--- src/rtl/dmem_axi_bridge.sv ---
// Data-side bridge between the cpu load/store port and an AXI4-Lite slave.
// One transfer at a time; a simultaneous load+store runs the store first, then the load.
module dmem_axi_bridge #(
    parameter int unsigned ADDR_W = 32,
    parameter int unsigned DATA_W = 32,
    parameter logic [2:0]  PROT   = 3'b000
) (
    input  logic                   clk,
    input  logic                   reset,
    input  logic [ADDR_W-1:0]      address,
    input  logic                   read_enable,
    output logic [DATA_W-1:0]      read_data,
    output logic                   read_valid,
    input  logic                   write_enable,
    input  logic [DATA_W-1:0]      write_data,
    input  logic [DATA_W/8-1:0]    write_wstrb,
    output logic                   write_done,
    output logic                   busy,
    output logic                   bus_error,
    output logic                   arvalid,
    input  logic                   arready,
    output logic [ADDR_W-1:0]      araddr,
    output logic [2:0]             arprot,
    input  logic                   rvalid,
    output logic                   rready,
    input  logic [DATA_W-1:0]      rdata,
    input  logic [1:0]             rresp,
    output logic                   awvalid,
    input  logic                   awready,
    output logic [ADDR_W-1:0]      awaddr,
    output logic [2:0]             awprot,
    output logic                   wvalid,
    input  logic                   wready,
    output logic [DATA_W-1:0]      wdata,
    output logic [DATA_W/8-1:0]    wstrb,
    input  logic                   bvalid,
    output logic                   bready,
    input  logic [1:0]             bresp
);
    localparam int unsigned STRB_W = DATA_W / 8;

    typedef enum logic [2:0] {
        IDLE = 3'd0,
        RD_A = 3'd1,
        RD_D = 3'd2,
        WR   = 3'd3,
        WR_B = 3'd4
    } state_t;

    typedef struct packed {
        logic [ADDR_W-1:0] addr;
        logic [DATA_W-1:0] data;
        logic [STRB_W-1:0] strb;
    } req_t;

    state_t            state, state_nxt;
    req_t              req_q, req_nxt;
    logic              pend_rd_q, pend_rd_nxt;
    logic [DATA_W-1:0] read_data_nxt;
    logic              read_valid_nxt, write_done_nxt, bus_error_nxt, busy_nxt;
    logic              arvalid_nxt, rready_nxt, awvalid_nxt, wvalid_nxt, bready_nxt;
    logic              aw_open, w_open;

    // An address or data beat is still owed while its valid is up without its ready.
    assign aw_open = awvalid && !awready;
    assign w_open  = wvalid && !wready;

    assign araddr = req_q.addr;
    assign awaddr = req_q.addr;
    assign wdata  = req_q.data;
    assign wstrb  = req_q.strb;
    assign arprot = PROT;
    assign awprot = PROT;

    // State and registered outputs.
    always_ff @(posedge clk) begin
        if (reset) begin
            state      <= IDLE;
            req_q      <= '0;
            pend_rd_q  <= 1'b0;
            read_data  <= '0;
            read_valid <= 1'b0;
            write_done <= 1'b0;
            bus_error  <= 1'b0;
            busy       <= 1'b0;
            arvalid    <= 1'b0;
            rready     <= 1'b0;
            awvalid    <= 1'b0;
            wvalid     <= 1'b0;
            bready     <= 1'b0;
        end else begin
            state      <= state_nxt;
            req_q      <= req_nxt;
            pend_rd_q  <= pend_rd_nxt;
            read_data  <= read_data_nxt;
            read_valid <= read_valid_nxt;
            write_done <= write_done_nxt;
            bus_error  <= bus_error_nxt;
            busy       <= busy_nxt;
            arvalid    <= arvalid_nxt;
            rready     <= rready_nxt;
            awvalid    <= awvalid_nxt;
            wvalid     <= wvalid_nxt;
            bready     <= bready_nxt;
        end
    end

    // Next-state logic.
    always_comb begin
        state_nxt = state;
        case (state)
            IDLE: begin
                if (write_enable)     state_nxt = WR;
                else if (read_enable) state_nxt = RD_A;
            end
            RD_A: if (arvalid && arready) state_nxt = RD_D;
            RD_D: if (rvalid)             state_nxt = IDLE;
            WR:   if (!aw_open && !w_open) state_nxt = WR_B;
            WR_B: if (bvalid)             state_nxt = pend_rd_q ? RD_A : IDLE;
            default:                      state_nxt = IDLE;
        endcase
    end

    // Next values of the registered outputs and the captured request.
    always_comb begin
        req_nxt        = req_q;
        pend_rd_nxt    = pend_rd_q;
        read_data_nxt  = read_data;
        read_valid_nxt = 1'b0;
        write_done_nxt = 1'b0;
        bus_error_nxt  = 1'b0;
        awvalid_nxt    = 1'b0;
        wvalid_nxt     = 1'b0;
        arvalid_nxt    = (state_nxt == RD_A);
        rready_nxt     = (state_nxt == RD_D);
        bready_nxt     = (state_nxt == WR_B);
        busy_nxt       = (state_nxt != IDLE);
        case (state)
            IDLE: begin
                if (write_enable || read_enable) begin
                    req_nxt     = '{addr: address, data: write_data, strb: write_wstrb};
                    pend_rd_nxt = write_enable && read_enable;
                    awvalid_nxt = write_enable;
                    wvalid_nxt  = write_enable;
                end
            end
            RD_D: begin
                if (rvalid) begin
                    read_data_nxt  = rdata;
                    read_valid_nxt = 1'b1;
                    bus_error_nxt  = (rresp != 2'b00);
                end
            end
            WR: begin
                awvalid_nxt = aw_open;
                wvalid_nxt  = w_open;
            end
            WR_B: begin
                if (bvalid) begin
                    write_done_nxt = 1'b1;
                    bus_error_nxt  = (bresp != 2'b00);
                    pend_rd_nxt    = 1'b0;
                end
            end
            default: ;
        endcase
    end

endmodule

--- config.mk ---
export PLATFORM = sky130hd
export DESIGN_NAME = dmem_axi_bridge
export DESIGN_NICKNAME = d
export VERILOG_FILES = /design/src/rtl/dmem_axi_bridge.sv
export SDC_FILE = /design/constraint.sdc
export NUM_CORES = 1
export LEC_CHECK = 0
export CORE_MARGIN = 5
export CORE_UTILIZATION = 34
export CTS_CLUSTER_SIZE = 16
export DETAILED_ROUTE_END_ITERATION = 16
export HOLD_SLACK_MARGIN = 0.02
export PLACE_DENSITY = 0.77
export SYNTH_ARGS = -nofsm -noshare
export SYNTH_HDL_FRONTEND = slang
export SYNTH_SLANG_ARGS = --single-unit
--- constraint.sdc ---
create_clock -name clk -period 1.3 [get_ports clk]
set_input_delay 0.13 -clock clk [delete_from_list [all_inputs] [get_ports clk]]
set_output_delay 0.13 -clock clk [all_outputs]
set_load 0.02 [all_outputs]
==> results of run 1 <==
-- cells by family (layout without fill, tap and decap cells) --
group / Yosys count / in the layout / synth area share [%]
DFF: 113 / 113 / 51.4
and+or+nand+nor: 232 / 232 / 22.4
AOI/OAI and AO/OA: 117 / 117 / 14.5
buffers and inverters: 76 / 320 / 11.4
other: 1 / 6 / 0.0852
xor gates and xnor gates: 1 / 1 / 0.199
-- metal layers --
layer | GRT usage, % | routed length [um] | vias to the layer above
li1 | - | - | 2172
met1 | 18.1 | 5600 | 2038
met2 | 30.1 | 7590 | 165
met3 | 7.49 | 1360 | 29
met4 | 6.92 | 356 | 0
met5 | 0 | 0 | -
-- final timing paths --
check               to  cells after the start  slack, ns
max          pend_rd_q                      6      -0.04
min           wdata[0]                      2       0.09
max reg2reg  pend_rd_q                      6      -0.04
min reg2reg   wdata[5]                      2       0.45
-- stage by stage --
step	TNS, ns	setup WS, ns	hold WS (ns)	utilization, %	cells
finish	-0.0988	-0.0439	0.0886	61.7	961
global route	-5.03	-0.0965	0.0751	61.7	961
CTS	-0.0538	-0.0164	0.0683	58.4	952
detailed placement	-17.07	-0.270	0.446	54.9	920
global placement	-16.07	-0.226	0.441	54.9	920
floorplan	-0.00175	-0.000206	0.266	-	545
-- registers in the layout, summed over array words and instances (netlist names) --
name        cells
write_done      1
araddr         32
read_valid      1
wvalid          1
pend_rd_q       1
busy            1
bready          1
rready          1
wdata          32
state           3
bus_error       1
arvalid         1
read_data      32
wstrb           4
awvalid         1
-- report_power, final --
part / internal (W) / leakage [nW] / switching, W
clock: 0.00301 / 0.281 / 0.00156
sequential: 0.00381 / 0.927 / 0.000202
combinational: 0.00136 / 2.34 / 0.00168
total: 0.00818 / 3.55 / 0.00344
-- cell usage after synthesis (2+ instances only) --
| library cell | n | share of area [%] |
|---|---|---|
| nor4b_4 | 2 | 1.1 |
| o21ai_0 | 4 | 0.45 |
| buf_2 | 13 | 1.5 |
| nor2_1 | 11 | 0.94 |
| nand2b_1 | 4 | 0.57 |
| buf_6 | 7 | 1.8 |
| nor2b_1 | 3 | 0.43 |
| o21ai_2 | 2 | 0.40 |
| a21oi_1 | 102 | 12 |
| nand3_1 | 2 | 0.23 |
| clkbuf_1 | 16 | 1.4 |
| buf_4 | 39 | 6.7 |
| dfxtp_1 | 113 | 51 |
| nand2_1 | 202 | 17 |
-- repair_timing --
item,4_1_cts,5_1_grt
setup endpoints to repair,249,113
setup buffers,0,5
gates cloned,0,5
gates resized for setup,155,85
hold buffers,0,0
pin swaps,1,33
-- layout make-up --
cell class | instances | area, um2 | share of cell area [%]
clock buffers | 23 | 488 | 6.24
well taps | 172 | 215 | 2.75
clock inverters | 9 | 105 | 1.34
repair buffers | 287 | 2810 | 35.9
flip-flops and latches | 113 | 2270 | 29.1
inverters | 1 | 3.75 | 0.0480
multi-input cells | 356 | 1930 | 24.7
==> run_results.csv, run 1 <==
group,metric,value,unit
worst_setup_path,path_class,"register to register",
layout,final_common_cell,"nand2_1",
place,place.gp.congestion,0.743,
layout,num_antenna_cells,0,
worst_setup_path,crit_buf_inv,2,
layout,stdcell_area,0.00782,mm2
clock_tree,clock_latency,0.40,ns
global_route,grt_max_degree,61,
floorplanning,row_count,41,
global_route,grt_antenna_before_repair,0,
worst_setup_path,cp.required,1.59,ns
global_route,first_global_vias,4097,
timing,fmax,744,MHz
worst_setup_path,slowest_stage,"dfxtp_4",
timing,fin_crit,1.34,ns
timing,rsz0062_at_grt,"yes",
synthesis,ys_types,34,
power,ir_drop,0.776,mV
timing,skew,0.00595,ns
floorplanning,die_x,124,um
detailed_routing,dr.pass1.iters,6,
detailed_routing,vias,4404,
flow_run,drv_cap,0,
global_route,grt.total_usage,17.2,%
hold_path,worstHoldPathType,"input port to register",
power,total_power,0.0116,W
floorplanning,die_area,0.0153,mm2
synthesis,ys_warn_count,0,
layout,syn2layout_area_growth,77.7,%
detailed_routing,vias_per_cell,4.58,
outcome,outcome,"finished with violations",
outcome,violations,"negative setup slack",
worst_setup_path,worstPathArrival,1.64,ns
synthesis,synthCells,540,
timing,finalSetupViolations,7,
global_route,grt_pass1_wl,20400,um
synthesis,synth_ff_type,"dfxtp_1",
detailed_routing,post_drt_wl_per_cell,15.5,um
clock_tree,cts_max_level,4,
worst_setup_path,crit_chain,"nor3_4 -> buf_6 -> o21ai_4 -> buf_6 -> a32oi_1 -> nor2_1",
worst_setup_path,cp-start-kind,"register",
worst_setup_path,startpoint,"state[2]",
layout,drive_gt1_share,17.1,%
clock_tree,cts_made_buffers,17,
clock_tree,clkTransAtPathRegs,0.05,ns
place,io_buffers,253,
worst_setup_path,cpPeakStageDelay,0.37,ns
layout,final_cell_mix,"nand2_1, dlygate4sd2_1, clkdlybuf4s50_1",
synthesis,syn_area_per_cell,8.15,um2
detailed_routing,routed_wl,14900,um
floorplanning,ioPinCount,260,
floorplanning,core-area,0.0127,mm2
detailed_routing,drt_iter0_markers,164,
worst_setup_path,crit_top_cell,"buf_6",
synthesis,yosysSeqAreaShare,51.4,%
worst_setup_path,endpoint_kind,"register",
timing,setup_ws,-0.0439,ns
synthesis,async_flop_share,0,%
worst_setup_path,worstReg2RegStart,"state[2]",
synthesis,synth_seq_cells,113,
place,place_area,0.00695,mm2
synthesis,synth_edf_count,0,
floorplanning,die_h,124,um
worst_setup_path,worstPathMaxFanout,8,
floorplanning,start_util,34.7,%
layout,nets,889,
timing,fin_crit_sh,103,%
detailed_routing,ant_nets,0,
detailed_routing,drc_errors,0,
layout,fill_cells,1154,
timing,slew_viol_final,0,
clock_tree,cts_tree,"yes",
clock_tree,cts_buffer_depth,2,
power,pwr_density_cell,1490,mW/mm2
synthesis,syn_area,0.00440,mm2
worst_setup_path,path_delay_family,"flip-flops",
global_route,grt_overflow,0,
power,leakagePower,3.55,nW
hold_path,min-delay-start,"reset",
timing,hold_violations,0,
clock_tree,clkSinkCount,113,
place,hpwl,10300,um
clock_tree,cts_root_buf,"clkbuf_16",
No activity file was read; power rests on OpenSTA's default activity.
==> run 2: changes to the inputs <==
--- a/config.mk
+++ b/config.mk
@@ -9,6 +9,7 @@
 export CORE_UTILIZATION = 34
 export CTS_CLUSTER_SIZE = 16
 export DETAILED_ROUTE_END_ITERATION = 16
+export GPL_TIMING_DRIVEN = 0
 export HOLD_SLACK_MARGIN = 0.02
 export PLACE_DENSITY = 0.77
 export SYNTH_ARGS = -nofsm -noshare
==> run_results.csv, run 2 (synthesized netlist as in run 1, its figures left out) <==
group,metric,value,unit
detailed_routing,routed_wl,15700,um
flow_run,drv_cap,0,
place,hpwl,11100,um
detailed_routing,dr.pass1.iters,4,
layout,final_util,66.2,%
outcome,outcome,"finished with violations",
global_route,grt_max_degree,17,
floorplanning,die_h,124,um
power,total_power,0.0121,W
worst_setup_path,path_class,"register to register",
timing,rsz0062_at_grt,"yes",
clock_tree,cts_tree,"yes",
detailed_routing,drt_iter0_markers,170,
clock_tree,cts_root_buf,"clkbuf_16",
clock_tree,cts_max_level,4,
power,pwr_density_cell,1450,mW/mm2
outcome,violations,"negative setup slack",
timing,fin_crit_sh,115,%
global_route,grt_antenna_before_repair,1,
timing,slew_viol_final,0,
detailed_routing,drc_errors,0,
global_route,first_global_vias,4429,
clock_tree,clock_latency,0.40,ns
layout,nets,961,
layout,final_cell_mix,"nand2_1, clkdlybuf4s50_1, dfxtp_1",
timing,hold_violations,0,
power,leakagePower,3.80,nW
timing,finalSetupViolations,83,
layout,syn2layout_area_growth,90.5,%
place,io_buffers,253,
timing,fin_crit,1.49,ns
place,place_inst,970,
clock_tree,cts_made_buffers,17,
floorplanning,die_area,0.0153,mm2
global_route,grt.total_usage,19.0,%
clock_tree,clkTransAtPathRegs,0.05,ns
floorplanning,core-area,0.0127,mm2
global_route,grt_pass1_wl,22400,um
clock_tree,cts_buffer_depth,2,
worst_setup_path,cp-start-kind,"register",
floorplanning,ioPinCount,260,
layout,final_common_cell,"nand2_1",
worst_setup_path,worstPathMaxFanout,5,
detailed_routing,post_drt_wl_per_cell,15.2,um
clock_tree,clkSinkCount,113,
floorplanning,die_x,124,um
detailed_routing,vias,4704,
worst_setup_path,worstPathArrival,1.82,ns
timing,relSlewSlack,54.9,%
layout,layoutNonFillerInstCount,1033,
hold_path,worstHoldPathType,"input port to register",
floorplanning,row_count,41,
layout,num_antenna_cells,0,
worst_setup_path,endpoint_kind,"register",
timing,setup_ws,-0.189,ns
timing,fmax,672,MHz
clock_tree,ctsHoldBuffers,0,
detailed_routing,ant_nets,0,
layout,drive_gt1_share,27.9,%
global_route,grt_overflow,0,
worst_setup_path,ff2ff_setup_slack,-0.19,ns
worst_setup_path,cp.required,1.63,ns
power,ir_drop,1.02,mV
detailed_routing,vias_per_cell,4.55,
timing,skew,0.00574,ns
timing,finalSetupTns,-10.32,ns
floorplanning,start_util,34.7,%
place,place_ws,-0.523,ns
place,place.gp.congestion,0.763,
timing,worstMarginPinSlew,0.677,ns
## run 2: critical path: stages (launching register included)
cell and delay (ns):
dfxtp_1 0.31, buf_6 0.13, nor3_4 0.28, o21a_4 0.24
buf_8 0.15, buf_6 0.13, nand2_2 0.05, a21oi_2 0.12
## run 2: final timing paths
path | from | to | cells past startpoint
min | write_data[5] | wdata[5] | 3
max | state[1] | araddr[8] | 7
max reg2reg | state[1] | araddr[8] | 7
min reg2reg | wdata[2] | wdata[2] | 2
## run 2: metal layers
layer	routed length, um	vias up	global-route usage (%)
li1	-	2330	-
met1	5870	2174	20.2
met2	7990	173	33.3
met3	1490	25	9.08
met4	304	2	5.95
met5	13	-	0
## run 2: stage by stage
stage	cell area [um2]	hold slack, ns
after detailed placement	7170	0.446
after CTS	8000	0.248
after global routing	8390	0.256
final	8390	0.270
after floorplan	4430	0.266
after global placement	7170	0.441
## run 2: cell type report
| class | count | area (um2) |
|---|---|---|
| plain buffers | 72 | 612 |
| inverters | 1 | 3.75 |
| repair buffers | 287 | 2730 |
| multi-input cells | 356 | 1970 |
| clock buffers | 27 | 503 |
| well taps | 172 | 215 |
| fillers | 1095 | 4280 |
| flip-flops and latches | 113 | 2280 |
| clock inverters | 5 | 75.1 |
## run 2: power breakdown
group | leakage [nW] | total, W | internal [W] | switching, W
Combinational | 2.59 | 0.00359 | 0.00176 | 0.00183
Clock | 0.285 | 0.00454 | 0.00301 | 0.00152
Sequential | 0.929 | 0.00402 | 0.00382 | 0.000200
## run 2: timing repair
item                       CTS  global route
pin swaps                   15            29
cloned                       5             4
setup buffers               12            13
setup endpoints to repair  246           135
resized for setup          263           105
